--- config.mk ---
export PLATFORM = sky130hd
export DESIGN_NAME = melody_recall_engine
export DESIGN_NICKNAME = d
export VERILOG_FILES = /design/src/rtl/melody_recall_engine.sv
export SDC_FILE = /design/constraint.sdc
export NUM_CORES = 1
export LEC_CHECK = 0
export CAP_MARGIN = 20
export CORE_UTILIZATION = 48
export CTS_CLUSTER_SIZE = 40
export DETAILED_ROUTE_END_ITERATION = 12
export HOLD_SLACK_MARGIN = 0.02
export PLACE_DENSITY = 0.66
export REMOVE_ABC_BUFFERS = 1
export SETUP_SLACK_MARGIN = 0.05
export SLEW_MARGIN = 25
export SYNTH_ARGS = -nofsm -noshare
export SYNTH_HDL_FRONTEND = slang
export SYNTH_SLANG_ARGS = --single-unit
--- constraint.sdc ---
create_clock -name clk -period 7.4 [get_ports clk]
set_input_delay 1.48 -clock clk [delete_from_list [all_inputs] [get_ports clk]]
set_output_delay 1.48 -clock clk [all_outputs]
set_load 0.02 [all_outputs]
--- src/rtl/melody_recall_engine.sv ---
`default_nettype none
// ============================================================================
//  Module   : melody_recall_engine
//  Purpose  : Plays a stored note sequence on the piezo/LED path. The melody
//             grows by one note each round. After each playback the engine
//             checks keypad recall, in forward or reverse order, and tolerates
//             a configurable number of misses before the game ends.
//  Revision : 1.0 - initial parametrised release
// ----------------------------------------------------------------------------
//  Ports
//    clk        system clock
//    reset      asynchronous active-low reset
//    seq_data   packed note sequence, note i at [i*NOTE_W +: NOTE_W]
//    seq_load   strobe: capture seq_data (IDLE / DONE only)
//    start      strobe: begin a new game (IDLE / DONE, sequence loaded)
//    reverse    recall order sampled at start (1 = last-to-first)
//    key_valid  one-cycle key press pulse
//    key_code   pressed tone code
//    piezo_out  tone code to the piezo driver (0 = silence)
//    led_out    tone code to the LED driver (mirror of piezo_out)
//    playing    high during playback and the inter-round gap
//    round_len  current round length
//    misses     misses so far this game
//    game_end   game over, held until the next start
//    game_win   game won, held until the next start
// ============================================================================
module melody_recall_engine #(
    parameter int NOTE_W     = 3,
    parameter int MAX_NOTES  = 8,
    parameter int START_LEN  = 3,
    parameter int TICK_DIV   = 5000000,
    parameter int ON_TICKS   = 2,
    parameter int OFF_TICKS  = 2,
    parameter int MAX_MISSES = 3
) (
    input  logic                                  clk,
    input  logic                                  reset,
    input  logic [MAX_NOTES*NOTE_W-1:0]           seq_data,
    input  logic                                  seq_load,
    input  logic                                  start,
    input  logic                                  reverse,
    input  logic                                  key_valid,
    input  logic [NOTE_W:0]                       key_code,
    output logic [NOTE_W:0]                       piezo_out,
    output logic [NOTE_W:0]                       led_out,
    output logic                                  playing,
    output logic [$clog2(MAX_NOTES+1)-1:0]        round_len,
    output logic [$clog2(MAX_MISSES+1)-1:0]       misses,
    output logic                                  game_end,
    output logic                                  game_win
);

    localparam int c_lw = $clog2(MAX_NOTES + 1);
    localparam int c_iw = (MAX_NOTES > 1) ? $clog2(MAX_NOTES) : 1;
    localparam int c_mw = $clog2(MAX_MISSES + 1);
    localparam int c_dw = (TICK_DIV > 1) ? $clog2(TICK_DIV) : 1;
    localparam int c_tw = 16;

    localparam logic [2:0] c_idle      = 3'd0;
    localparam logic [2:0] c_play_on   = 3'd1;
    localparam logic [2:0] c_play_off  = 3'd2;
    localparam logic [2:0] c_wait_key  = 3'd3;
    localparam logic [2:0] c_key_echo  = 3'd4;
    localparam logic [2:0] c_round_gap = 3'd5;
    localparam logic [2:0] c_done      = 3'd6;

    logic [2:0]                  r_state;
    logic [2:0]                  w_next;
    logic [c_dw-1:0]             r_div;
    logic [c_tw-1:0]             r_ticks;
    logic [MAX_NOTES*NOTE_W-1:0] r_seq;
    logic                        r_loaded;
    logic [c_lw-1:0]             r_round_len;
    logic [c_mw-1:0]             r_misses;
    logic                        r_rev;
    logic [c_iw-1:0]             r_idx;
    logic [c_iw-1:0]             r_exp;
    logic [c_lw-1:0]             r_cnt;
    logic                        r_hit;
    logic [NOTE_W:0]             r_key;
    logic                        r_game_win;

    logic [NOTE_W-1:0]           w_notes [MAX_NOTES];
    logic [NOTE_W:0]             w_play_tone;
    logic [NOTE_W:0]             w_exp_tone;
    logic [c_lw-1:0]             w_len_m1;
    logic                        w_idx_last;
    logic                        w_cnt_last;
    logic                        w_full;
    logic                        w_last_miss;
    logic                        w_tick;
    logic                        w_on_done;
    logic                        w_off_done;
    logic                        w_gap_done;
    logic                        w_idle_like;
    logic                        w_start_ok;

    genvar gi;
    generate
        for (gi = 0; gi < MAX_NOTES; gi++) begin : g_unpack
            assign w_notes[gi] = r_seq[gi*NOTE_W +: NOTE_W];
        end
    endgenerate

    assign w_play_tone = {1'b0, w_notes[r_idx]} + (NOTE_W+1)'(1);
    assign w_exp_tone  = {1'b0, w_notes[r_exp]} + (NOTE_W+1)'(1);
    assign w_len_m1    = r_round_len - c_lw'(1);
    assign w_idx_last  = (c_lw'(r_idx) == w_len_m1);
    assign w_cnt_last  = (r_cnt == w_len_m1);
    assign w_full      = (r_round_len == c_lw'(MAX_NOTES));
    assign w_last_miss = (r_misses == c_mw'(MAX_MISSES - 1));

    assign w_tick      = (r_div == c_dw'(TICK_DIV - 1));
    assign w_on_done   = w_tick && (r_ticks == c_tw'(ON_TICKS - 1));
    assign w_off_done  = w_tick && (r_ticks == c_tw'(OFF_TICKS - 1));
    assign w_gap_done  = w_tick && (r_ticks == c_tw'(2*OFF_TICKS - 1));

    assign w_idle_like = (r_state == c_idle) || (r_state == c_done);
    // A load in the same cycle as start is enough: the playback reads r_seq
    // only from the following cycle, by which time the new data is in place.
    assign w_start_ok  = start && (r_loaded || seq_load);

    // State register
    always_ff @(posedge clk or negedge reset) begin
        if (!reset) begin
            r_state <= c_idle;
        end else begin
            r_state <= w_next;
        end
    end

    // Next-state logic
    always_comb begin
        w_next = r_state;
        case (r_state)
            c_idle, c_done: begin
                if (w_start_ok) w_next = c_play_on;
            end
            c_play_on: begin
                if (w_on_done) w_next = c_play_off;
            end
            c_play_off: begin
                if (w_off_done) w_next = w_idx_last ? c_wait_key : c_play_on;
            end
            c_wait_key: begin
                if (key_valid) w_next = c_key_echo;
            end
            c_key_echo: begin
                if (w_on_done) begin
                    if (r_hit) begin
                        if (!w_cnt_last)  w_next = c_wait_key;
                        else if (w_full)  w_next = c_done;
                        else              w_next = c_round_gap;
                    end else begin
                        w_next = w_last_miss ? c_done : c_round_gap;
                    end
                end
            end
            c_round_gap: begin
                if (w_gap_done) w_next = c_play_on;
            end
            default: w_next = c_idle;
        endcase
    end

    // Output logic; decoded from state so reset silences outputs at once
    always_comb begin
        piezo_out = '0;
        case (r_state)
            c_play_on:  piezo_out = w_play_tone;
            c_key_echo: piezo_out = r_key;
            default:    piezo_out = '0;
        endcase
        led_out   = piezo_out;
        playing   = (r_state == c_play_on) || (r_state == c_play_off) ||
                    (r_state == c_round_gap);
        game_end  = (r_state == c_done);
        game_win  = r_game_win;
        round_len = r_round_len;
        misses    = r_misses;
    end

    // Tick divider and per-state tick count, both cleared on state entry
    always_ff @(posedge clk or negedge reset) begin
        if (!reset) begin
            r_div   <= '0;
            r_ticks <= '0;
        end else if (w_next != r_state) begin
            r_div   <= '0;
            r_ticks <= '0;
        end else if (w_tick) begin
            r_div   <= '0;
            r_ticks <= r_ticks + c_tw'(1);
        end else begin
            r_div   <= r_div + c_dw'(1);
        end
    end

    // Game datapath
    always_ff @(posedge clk or negedge reset) begin
        if (!reset) begin
            r_seq       <= '0;
            r_loaded    <= 1'b0;
            r_round_len <= '0;
            r_misses    <= '0;
            r_rev       <= 1'b0;
            r_idx       <= '0;
            r_exp       <= '0;
            r_cnt       <= '0;
            r_hit       <= 1'b0;
            r_key       <= '0;
            r_game_win  <= 1'b0;
        end else begin
            if (seq_load && w_idle_like) begin
                r_seq    <= seq_data;
                r_loaded <= 1'b1;
            end
            case (r_state)
                c_idle, c_done: begin
                    if (w_start_ok) begin
                        r_round_len <= c_lw'(START_LEN);
                        r_misses    <= '0;
                        r_rev       <= reverse;
                        r_idx       <= '0;
                        r_game_win  <= 1'b0;
                    end
                end
                c_play_off: begin
                    if (w_off_done) begin
                        if (w_idx_last) begin
                            r_exp <= r_rev ? c_iw'(w_len_m1) : '0;
                            r_cnt <= '0;
                        end else begin
                            r_idx <= r_idx + c_iw'(1);
                        end
                    end
                end
                c_wait_key: begin
                    if (key_valid) begin
                        r_key <= key_code;
                        // Codes 0 and above the tone range never match.
                        r_hit <= (key_code == w_exp_tone);
                    end
                end
                c_key_echo: begin
                    if (w_on_done) begin
                        r_idx <= '0;
                        if (r_hit) begin
                            if (!w_cnt_last) begin
                                r_cnt <= r_cnt + c_lw'(1);
                                r_exp <= r_rev ? (r_exp - c_iw'(1)) : (r_exp + c_iw'(1));
                            end else if (w_full) begin
                                r_game_win <= 1'b1;
                            end else begin
                                r_round_len <= r_round_len + c_lw'(1);
                            end
                        end else begin
                            r_misses <= r_misses + c_mw'(1);
                        end
                    end
                end
                c_round_gap: begin
                    if (w_gap_done) r_idx <= '0;
                end
                default: ;
            endcase
        end
    end

endmodule
`default_nettype wire

==> results of run 1 <==
per-stage QoR:
step | cell area (um^2) | worst slack, ps | std cells
2_1_floorplan | 5080 | 3810 | 492
3_3_place_gp | 5760 | 2930 | 679
3_5_place_dp | 5760 | 2830 | 679
4_1_cts | 5970 | 2700 | 695
5_1_grt | 5970 | 2520 | 695
6_report | 5970 | 2770 | 695
Yosys cell counts (13+ instances only):
cell type  count  share of area
dfrtp_1       90           0.43
nor2_1        58          0.042
nand2_1       37          0.027
mux2_2        30          0.065
o21ai_0       29          0.028
xor2_1        28          0.047
nand3_1       27          0.026
clkbuf_1      22          0.016
xnor2_1       20          0.034
inv_1         17          0.012
a21oi_1       14          0.013
nor3_1        13          0.012
per-layer routing:
metal  up-vias  GRT usage
met5         -          0
met4         0     0.0774
met3        19     0.0392
met2        74      0.364
met1      1876      0.292
li1       1926          -
path summary, 6_finish.rpt:
check	startpoint	endpoint	slack (ps)	cells after the start
max in group asynchronous	reset	r_div[10]	5240	2
setup reg to reg	r_div[10]	r_ticks[1]	3930	7
hold reg to reg	r_div[0]	r_div[0]	480	1
min in group asynchronous	reset	r_seq[12]	1000	1
setup / recovery	r_idx[0]	piezo_out[2]	2770	7
hold / removal	r_div[0]	r_div[0]	480	1
report_power, final:
part	switching [uW]	internal, uW	total, uW
sequential	73.4	580	654
combinational	189	241	430
clock	173	190	363
logic make-up after synthesis:
kind of cell,count (synthesis)
AO/OA/AOI/OAI,70
XOR/XNOR,49
adder cells (fa/ha/maj),11
buffers and inverters,46
flip-flops,90
multiplexers,48
AND/OR/NAND/NOR,207
worst max-delay path: stages, from the launching register on:
cell and delay (ps):
dfrtp_1 700, mux4_2 580, mux2i_1 270, inv_1 80, ha_1 200, xnor2_1 170, a22o_1 180, clkdlybuf4s50_1 610
area by class of cell:
type	count	area [um^2]
multi-input combinational	385	2770
tap	136	170
clock buffer	11	131
sequential	90	2250
inverter	17	63.8
clock inverter	5	78.8
fill	920	4440
timing repair buffer	51	505
state kept, by name, summed over array words and instances (netlist names):
| name | flops |
|---|---|
| r_cnt | 4 |
| r_state | 3 |
| r_key | 4 |
| r_exp | 3 |
| r_hit | 1 |
| game_win | 1 |
| r_div | 23 |
| r_ticks | 16 |
| round_len | 4 |
| misses | 2 |
| r_idx | 3 |
| r_loaded | 1 |
| r_seq | 24 |
| r_rev | 1 |
==> run_results.csv, run 1 <==
group,metric,value,unit
status,status,"complete, no violations",
floorplan,dieArea,11300,um^2
global_route,grtUsageTotal,0.221,
critical_path,critPathLaunchType,"register",
logic_synthesis,synthMuxAreaShare,0.128,
critical_path,crit_path_end_kind,"output pin",
drt,wl_per_cell,16.1,um
floorplan,die_x,106,um
clock_network,cts_root_buf,"clkbuf_8",
finish,n_antenna_cell,0,
global_route,grt_pass1_wl,19500,um
critical_path,worstPathRequired,5920,ps
sta,hold_ws,484,ps
drt,drc_errors,0,
finish,final_cell_mix,"dfrtp_1 (90), nor2_1 (58), clkdlybuf4s50_1 (49), nand2_1 (37), mux2_2 (30)",
clock_network,ctsResizeCount,0,
drt,drt-total-wl,11200,um
floorplan,core,10400,um^2
logic_synthesis,syn_area,5220,um^2
critical_path,path_max_fanout,10,
run,drv_cap,0,
floorplan,rows,37,
drt,ant_nets,0,
sta,hold_viol_final,0,
sta,min_period,4630,ps
clock_network,clk_latency,360,ps
finish,areaGrowthSynthToFinish,14.5,%
global_route,grt_overflow_total,0,
global_route,grt_start_max_net_pins,67,
power,p_per_area,242,nW/um^2
drt,wl_met3,351,um
clock_network,htreeDepth,3,
placed_design,portBuffers,50,
logic_synthesis,synthCells,521,
clock_network,cts_tree,"built",
logic_synthesis,ys_warn_count,0,
floorplan,die_h,106,um
critical_path,cp.arrival,3150,ps
global_route,antenna_found_initial,0,
drt,num_vias,3895,
critical_path,crit_type,"register to output pin",
clock_network,cts.sinks,90,
logic_synthesis,ys.flop_type,"dfrtp_1",
finish,layout_commonest_cell,"dfrtp_1",
logic_synthesis,synth_top_family_by_area,"simple AND/OR/NAND/NOR gates",
drt,met1Wirelength,5260,um
logic_synthesis,synth_xor_area_frac,0.0849,
sta,finalCritPeriodShare,0.626,
logic_synthesis,synthAdderAreaFrac,0.0278,
sta,rsz0062_at_grt,"no",
sta,fin_tns_setup,0,ps
logic_synthesis,async_reset_ff_frac,1.00,
min_path,hold_path_class,"register to register",
clock_network,path_clk_slew,80,ps
finish,final_net_count,599,
floorplan,io_pins,51,
power,power_leakage,0.00245,uW
power,power,1450,uW
drt,firstDrtPassIters,4,
clock_network,cts_buffer_depth,2,
logic_synthesis,ys_seq_area_frac,0.432,
drt,met2RoutedLength,5380,um
power,peakVddDrop,0.188,mV
sta,skew,7.18,ps
logic_synthesis,synth_compound_area_frac,0.0832,
clock_network,cts-buffers-inserted,9,
drt,top_layer,"met4",
logic_synthesis,ys_seq_elements,90,
sta,worst_pin_slew,941,ps
logic_synthesis,synth_edf_count,0,
drt,via_per_inst,5.60,
placed_design,dp_hpwl,8230,um
finish,fin_util,0.573,
finish,drive_gt1_frac,0.127,
sta,setup_viol,0,
sta,max_freq,216,MHz
logic_synthesis,synthSimpleGateAreaFrac,0.207,
clock_network,postCtsSetupBuffers,0,
sta,slew_headroom,0.368,
logic_synthesis,yosys.cell_types.count,53,
drt,first_iter_violations,182,
clock_network,ctsHoldBuffers,0,
sta,drv_slew,0,
placed_design,gp_congestion,0.856,
global_route,grt_pass1_vias,3938,
logic_synthesis,synth.avg_cell_area,10.0,um^2
floorplan,start_util,0.501,
Power figures use the tool's default switching activity.
==> run 2, diff against run 1 <==
==> constraint.sdc (replaced) <==
create_clock -name clk -period 4.62 [get_ports clk]
set_input_delay 0.924 -clock clk [delete_from_list [all_inputs] [get_ports clk]]
set_output_delay 0.924 -clock clk [all_outputs]
set_load 0.02 [all_outputs]
==> run_results.csv, run 2 (same netlist as run 1, synthesis figures left out) <==
group,metric,value,unit
sta,hold_viol_final,0,
sta,slew_headroom,0.457,
critical_path,path_max_fanout,10,
floorplan,die_h,106,um
placed_design,dp_slack,948,ps
floorplan,io_pins,51,
sta,fin_tns_setup,0,ps
placed_design,place_inst,682,
drt,first_iter_violations,193,
floorplan,die_x,106,um
sta,max_freq,246,MHz
sta,skew,13.0,ps
clock_network,cts.sinks,90,
finish,fin_cells,698,
finish,n_antenna_cell,0,
drt,ant_nets,0,
clock_network,ctsResizeCount,0,
sta,setup_ws,561,ps
finish,largest_register_ffs,24,
floorplan,dieArea,11300,um^2
finish,multi_input_area,2770,um^2
critical_path,critPathLaunchType,"register",
global_route,antenna_found_initial,0,
clock_network,cts_tree,"built",
power,power_leakage,0.00246,uW
power,peakVddDrop,0.286,mV
critical_path,crit_type,"register to output pin",
finish,areaGrowthSynthToFinish,14.8,%
power,p_per_area,388,nW/um^2
placed_design,gp_congestion,0.811,
sta,drv_slew,0,
sta,rsz0062_at_grt,"no",
sta,worst_pin_slew,807,ps
drt,drt-total-wl,11500,um
finish,final_net_count,602,
drt,num_vias,4009,
critical_path,crit_path_end_kind,"output pin",
clock_network,htreeDepth,3,
clock_network,cts_root_buf,"clkbuf_8",
clock_network,path_clk_slew,90,ps
placed_design,dp_hpwl,8370,um
drt,firstDrtPassIters,4,
critical_path,worstPathRequired,3700,ps
status,status,"complete, no violations",
sta,min_period,4060,ps
power,power,2320,uW
sta,setup_viol,0,
global_route,grtUsageTotal,0.224,
global_route,grt_pass1_vias,3946,
finish,regArea,2250,um^2
drt,drc_errors,0,
finish,final_cell_mix,"dfrtp_1 (90), nor2_1 (58), clkdlybuf4s50_1 (49), nand2_1 (37), mux2_2 (30)",
clock_network,cts-buffers-inserted,9,
global_route,grt_overflow_total,0,
floorplan,rows,37,
global_route,grt_start_max_net_pins,61,
clock_network,clk_latency,380,ps
global_route,grt_pass1_wl,19800,um
clock_network,ctsHoldBuffers,0,
finish,layout_commonest_cell,"dfrtp_1",
clock_network,postCtsSetupBuffers,0,
drt,wl_per_cell,16.5,um
floorplan,core,10400,um^2
drt,via_per_inst,5.74,
critical_path,rrSetupSlack,1240,ps
finish,drive_gt1_frac,0.135,
finish,largest-register,"r_seq",
clock_network,cts_buffer_depth,2,
critical_path,cp.arrival,3140,ps
min_path,hold_path_class,"register to register",
sta,finalCritPeriodShare,0.879,
run,drv_cap,0,
finish,top_regs,"r_seq: 24 flops, r_div: 23 flops, r_ticks: 16 flops",
placed_design,portBuffers,50,
floorplan,start_util,0.501,
finish,fillers,916,
==> run 2: cell count changes in the layout (fill, tap and decap cells not counted) <==
cell and change:
inv_8 +1, clkinvlp_4 +1, buf_4 +3, clkbuf_1 -2, clkinv_2 -2, bufinv_16 -1, inv_6 +3
==> run 2: area by class of cell <==
| class | instances | share of cell area |
|---|---|---|
| timing repair buffer | 54 | 0.0881 |
| multi-input combinational | 385 | 0.462 |
| tap | 136 | 0.0284 |
| sequential | 90 | 0.376 |
| inverter | 17 | 0.0106 |
| clock inverter | 7 | 0.0140 |
| clock buffer | 9 | 0.0207 |
==> run 2: routing by layer <==
layer / vias up / global-route usage / wire (um)
met5: - / 0 / 0
li1: 1926 / - / -
met2: 93 / 0.353 / 5500
met3: 29 / 0.0435 / 397
met4: 0 / 0.102 / 358
met1: 1961 / 0.298 / 5290
==> run 2: final timing paths <==
path	from	endpoint	depth (start not counted)
min in group asynchronous	reset	r_seq[0]	1
worst max-delay path	r_idx[0]	piezo_out[2]	7
max in group asynchronous	reset	r_div[15]	2
worst min-delay path	r_div[0]	r_div[0]	1
worst max register to register	r_div[10]	r_div[8]	8
worst min register to register	r_div[0]	r_div[0]	1
==> run 2: metrics by stage <==
step	util	area, um^2	hold WS [ps]
CTS	0.575	5990	483
floorplan	-	5080	446
global placement	0.555	5780	469
detailed placement	0.555	5780	469
global route	0.575	5990	519
finish	0.575	5990	477
==> run 2: report_power, final <==
| part | total, uW | internal, uW | switching [uW] |
|---|---|---|---|
| clock | 569 | 260 | 309 |
| sequential | 1060 | 929 | 131 |
| combinational | 695 | 388 | 307 |
| total | 2320 | 1580 | 746 |
==> run 2: worst max-delay path, cell delays in order, from the launching register on <==
cell and delay, ps:
dfrtp_1 690, mux4_2 580, mux2i_1 260, inv_1 80, ha_1 190, xnor2_1 170, a22o_1 180, clkdlybuf4s50_1 610
==> run 3, diff against run 2 <==
--- a/config.mk
+++ b/config.mk
@@ -6,6 +6,7 @@
 export NUM_CORES = 1
 export LEC_CHECK = 0
 export CAP_MARGIN = 20
+export CORE_MARGIN = 3
 export CORE_UTILIZATION = 48
 export CTS_CLUSTER_SIZE = 40
 export DETAILED_ROUTE_END_ITERATION = 12
==> run_results.csv, run 3 (same netlist as run 1, synthesis figures left out) <==
group,metric,value,unit
placed_design,dp_slack,1030,ps
sta,setup_viol,0,
floorplan,core,10500,um^2
finish,fillers,916,
sta,fin_tns_setup,0,ps
power,power_leakage,0.00246,uW
finish,areaGrowthSynthToFinish,14.6,%
drt,drc_errors,0,
floorplan,die_h,110,um
power,switching_share,0.325,
floorplan,dieArea,12200,um^2
finish,layout_commonest_cell,"dfrtp_1",
power,power_frac_clock,0.231,
critical_path,crit_type,"register to output pin",
sta,max_freq,253,MHz
sta,min_period,3950,ps
global_route,grt_overflow_total,0,
power,power.switching,737,uW
placed_design,dp_hpwl,8300,um
clock_network,htreeDepth,3,
clock_network,ctsHoldBuffers,0,
clock_network,path_clk_slew,90,ps
status,status,"complete, no violations",
critical_path,r2r_cells,8,
clock_network,cts_buffer_depth,2,
floorplan,die_x,110,um
min_path,whs_path_depth,1,
global_route,grt_start_max_net_pins,70,
finish,stdcell_area,5980,um^2
finish,n_antenna_cell,0,
clock_network,cts-buffers-inserted,9,
clock_network,cts.sinks,90,
critical_path,cp.arrival,3030,ps
finish,drive_gt1_frac,0.135,
finish,top_regs,"r_seq: 24 flops, r_div: 23 flops, r_ticks: 16 flops",
critical_path,cp.depth,7,
finish,regArea,2250,um^2
critical_path,crit_chain,"mux4_2 -> mux2i_1 -> inv_1 -> ha_1 -> xnor2_1 -> a22o_1 -> clkdlybuf4s50_1",
sta,skew,4.73,ps
placed_design,gp_congestion,0.873,
drt,ant_nets,0,
sta,drv_slew,0,
sta,finalCritPeriodShare,0.856,
finish,largest-register,"r_seq",
critical_path,worstPathRequired,3700,ps
min_path,hold_path_class,"register to register",
sta,setup_ws,666,ps
critical_path,path_max_fanout,10,
finish,final_cell_mix,"dfrtp_1 (90), nor2_1 (58), clkdlybuf4s50_1 (49), nand2_1 (37), mux2_2 (30)",
finish,largest_register_ffs,24,
global_route,grtUsageTotal,0.205,
clock_network,postCtsSetupBuffers,0,
sta,slew_headroom,0.413,
floorplan,io_pins,51,
sta,worst_pin_slew,880,ps
clock_network,clk_latency,360,ps
finish,multi_input_area,2770,um^2
power,internal_power,1530,uW
power,peakVddDrop,0.457,mV
drt,num_vias,3929,
run,drv_cap,0,
floorplan,rows,37,
sta,rsz0062_at_grt,"no",
placed_design,portBuffers,50,
global_route,antenna_found_initial,0,
finish,final_net_count,602,
placed_design,place_area,5780,um^2
critical_path,crit_path_end_kind,"output pin",
power,p_per_area,379,nW/um^2
drt,first_iter_violations,247,
critical_path,critPathLaunchType,"register",
floorplan,start_util,0.499,
critical_path,path_buf_inv,2,
sta,hold_viol_final,0,
drt,wl_per_cell,16.0,um
drt,firstDrtPassIters,4,
drt,via_per_inst,5.63,
critical_path,crit_slowest_cell,"dfrtp_1",
drt,drt-total-wl,11200,um
critical_path,cp_top_family,"multiplexers",
clock_network,ctsResizeCount,0,
clock_network,cts_root_buf,"clkbuf_8",
global_route,grt_pass1_vias,3957,
power,seqPwrFrac,0.466,
critical_path,critPathMaxStageDelay,660,ps
clock_network,cts_tree,"built",
power,pwr-share-comb,0.304,
global_route,grt_pass1_wl,19500,um
## run 3: cell count changes in the layout (fill, tap and decap cells not counted)
cell and change:
clkinvlp_4 -1, clkinv_4 +1, inv_6 -1, bufinv_16 -1
inv_8 +2
## run 3: per-layer routing
metal	GRT usage	vias to the layer above	part of all wire
met5	0	-	0
met4	0.0387	0	0
met3	0.0466	0	0.036
met2	0.348	70	0.51
met1	0.272	1935	0.46
li1	-	1924	-
## run 3: final cells by class
cell class / instances / area share
Clock buffer: 9 / 0.0207
Clock inverter: 7 / 0.0115
Inverter: 17 / 0.0107
Multi-Input combinational cell: 385 / 0.463
Sequential cell: 90 / 0.377
Tap cell: 136 / 0.0285
Timing Repair Buffer: 54 / 0.0883
## run 3: through the flow
step,util,cells,hold WS [ps],power (uW)
after global routing,0.571,698,530,2420
after detailed placement,0.553,682,486,1760
after CTS,0.571,698,499,2300
after floorplan,-,492,446,1500
final,0.571,698,493,2270
after global placement,0.553,682,477,1750
## run 3: power by group through the flow
| stage | registers (uW) | logic [uW] | clock network (uW) |
|---|---|---|---|
| 5_1_grt | 1080 | 762 | 578 |
| 3_5_place_dp | 1070 | 692 | 0 |
| 2_1_floorplan | 1030 | 470 | 0 |
| 3_3_place_gp | 1070 | 679 | 0 |
| 6_report | 1060 | 688 | 523 |
| 4_1_cts | 1060 | 697 | 544 |
## run 3: final timing paths
| kind | from | to | slack (ps) |
|---|---|---|---|
| setup reg to reg | r_div[10] | r_div[11] | 1270 |
| max in group asynchronous | reset | r_div[17] | 3120 |
| hold reg to reg | r_div[0] | r_div[0] | 490 |
| setup / recovery | r_idx[0] | led_out[2] | 670 |
| hold / removal | r_div[0] | r_div[0] | 490 |
| min in group asynchronous | reset | r_seq[20] | 660 |
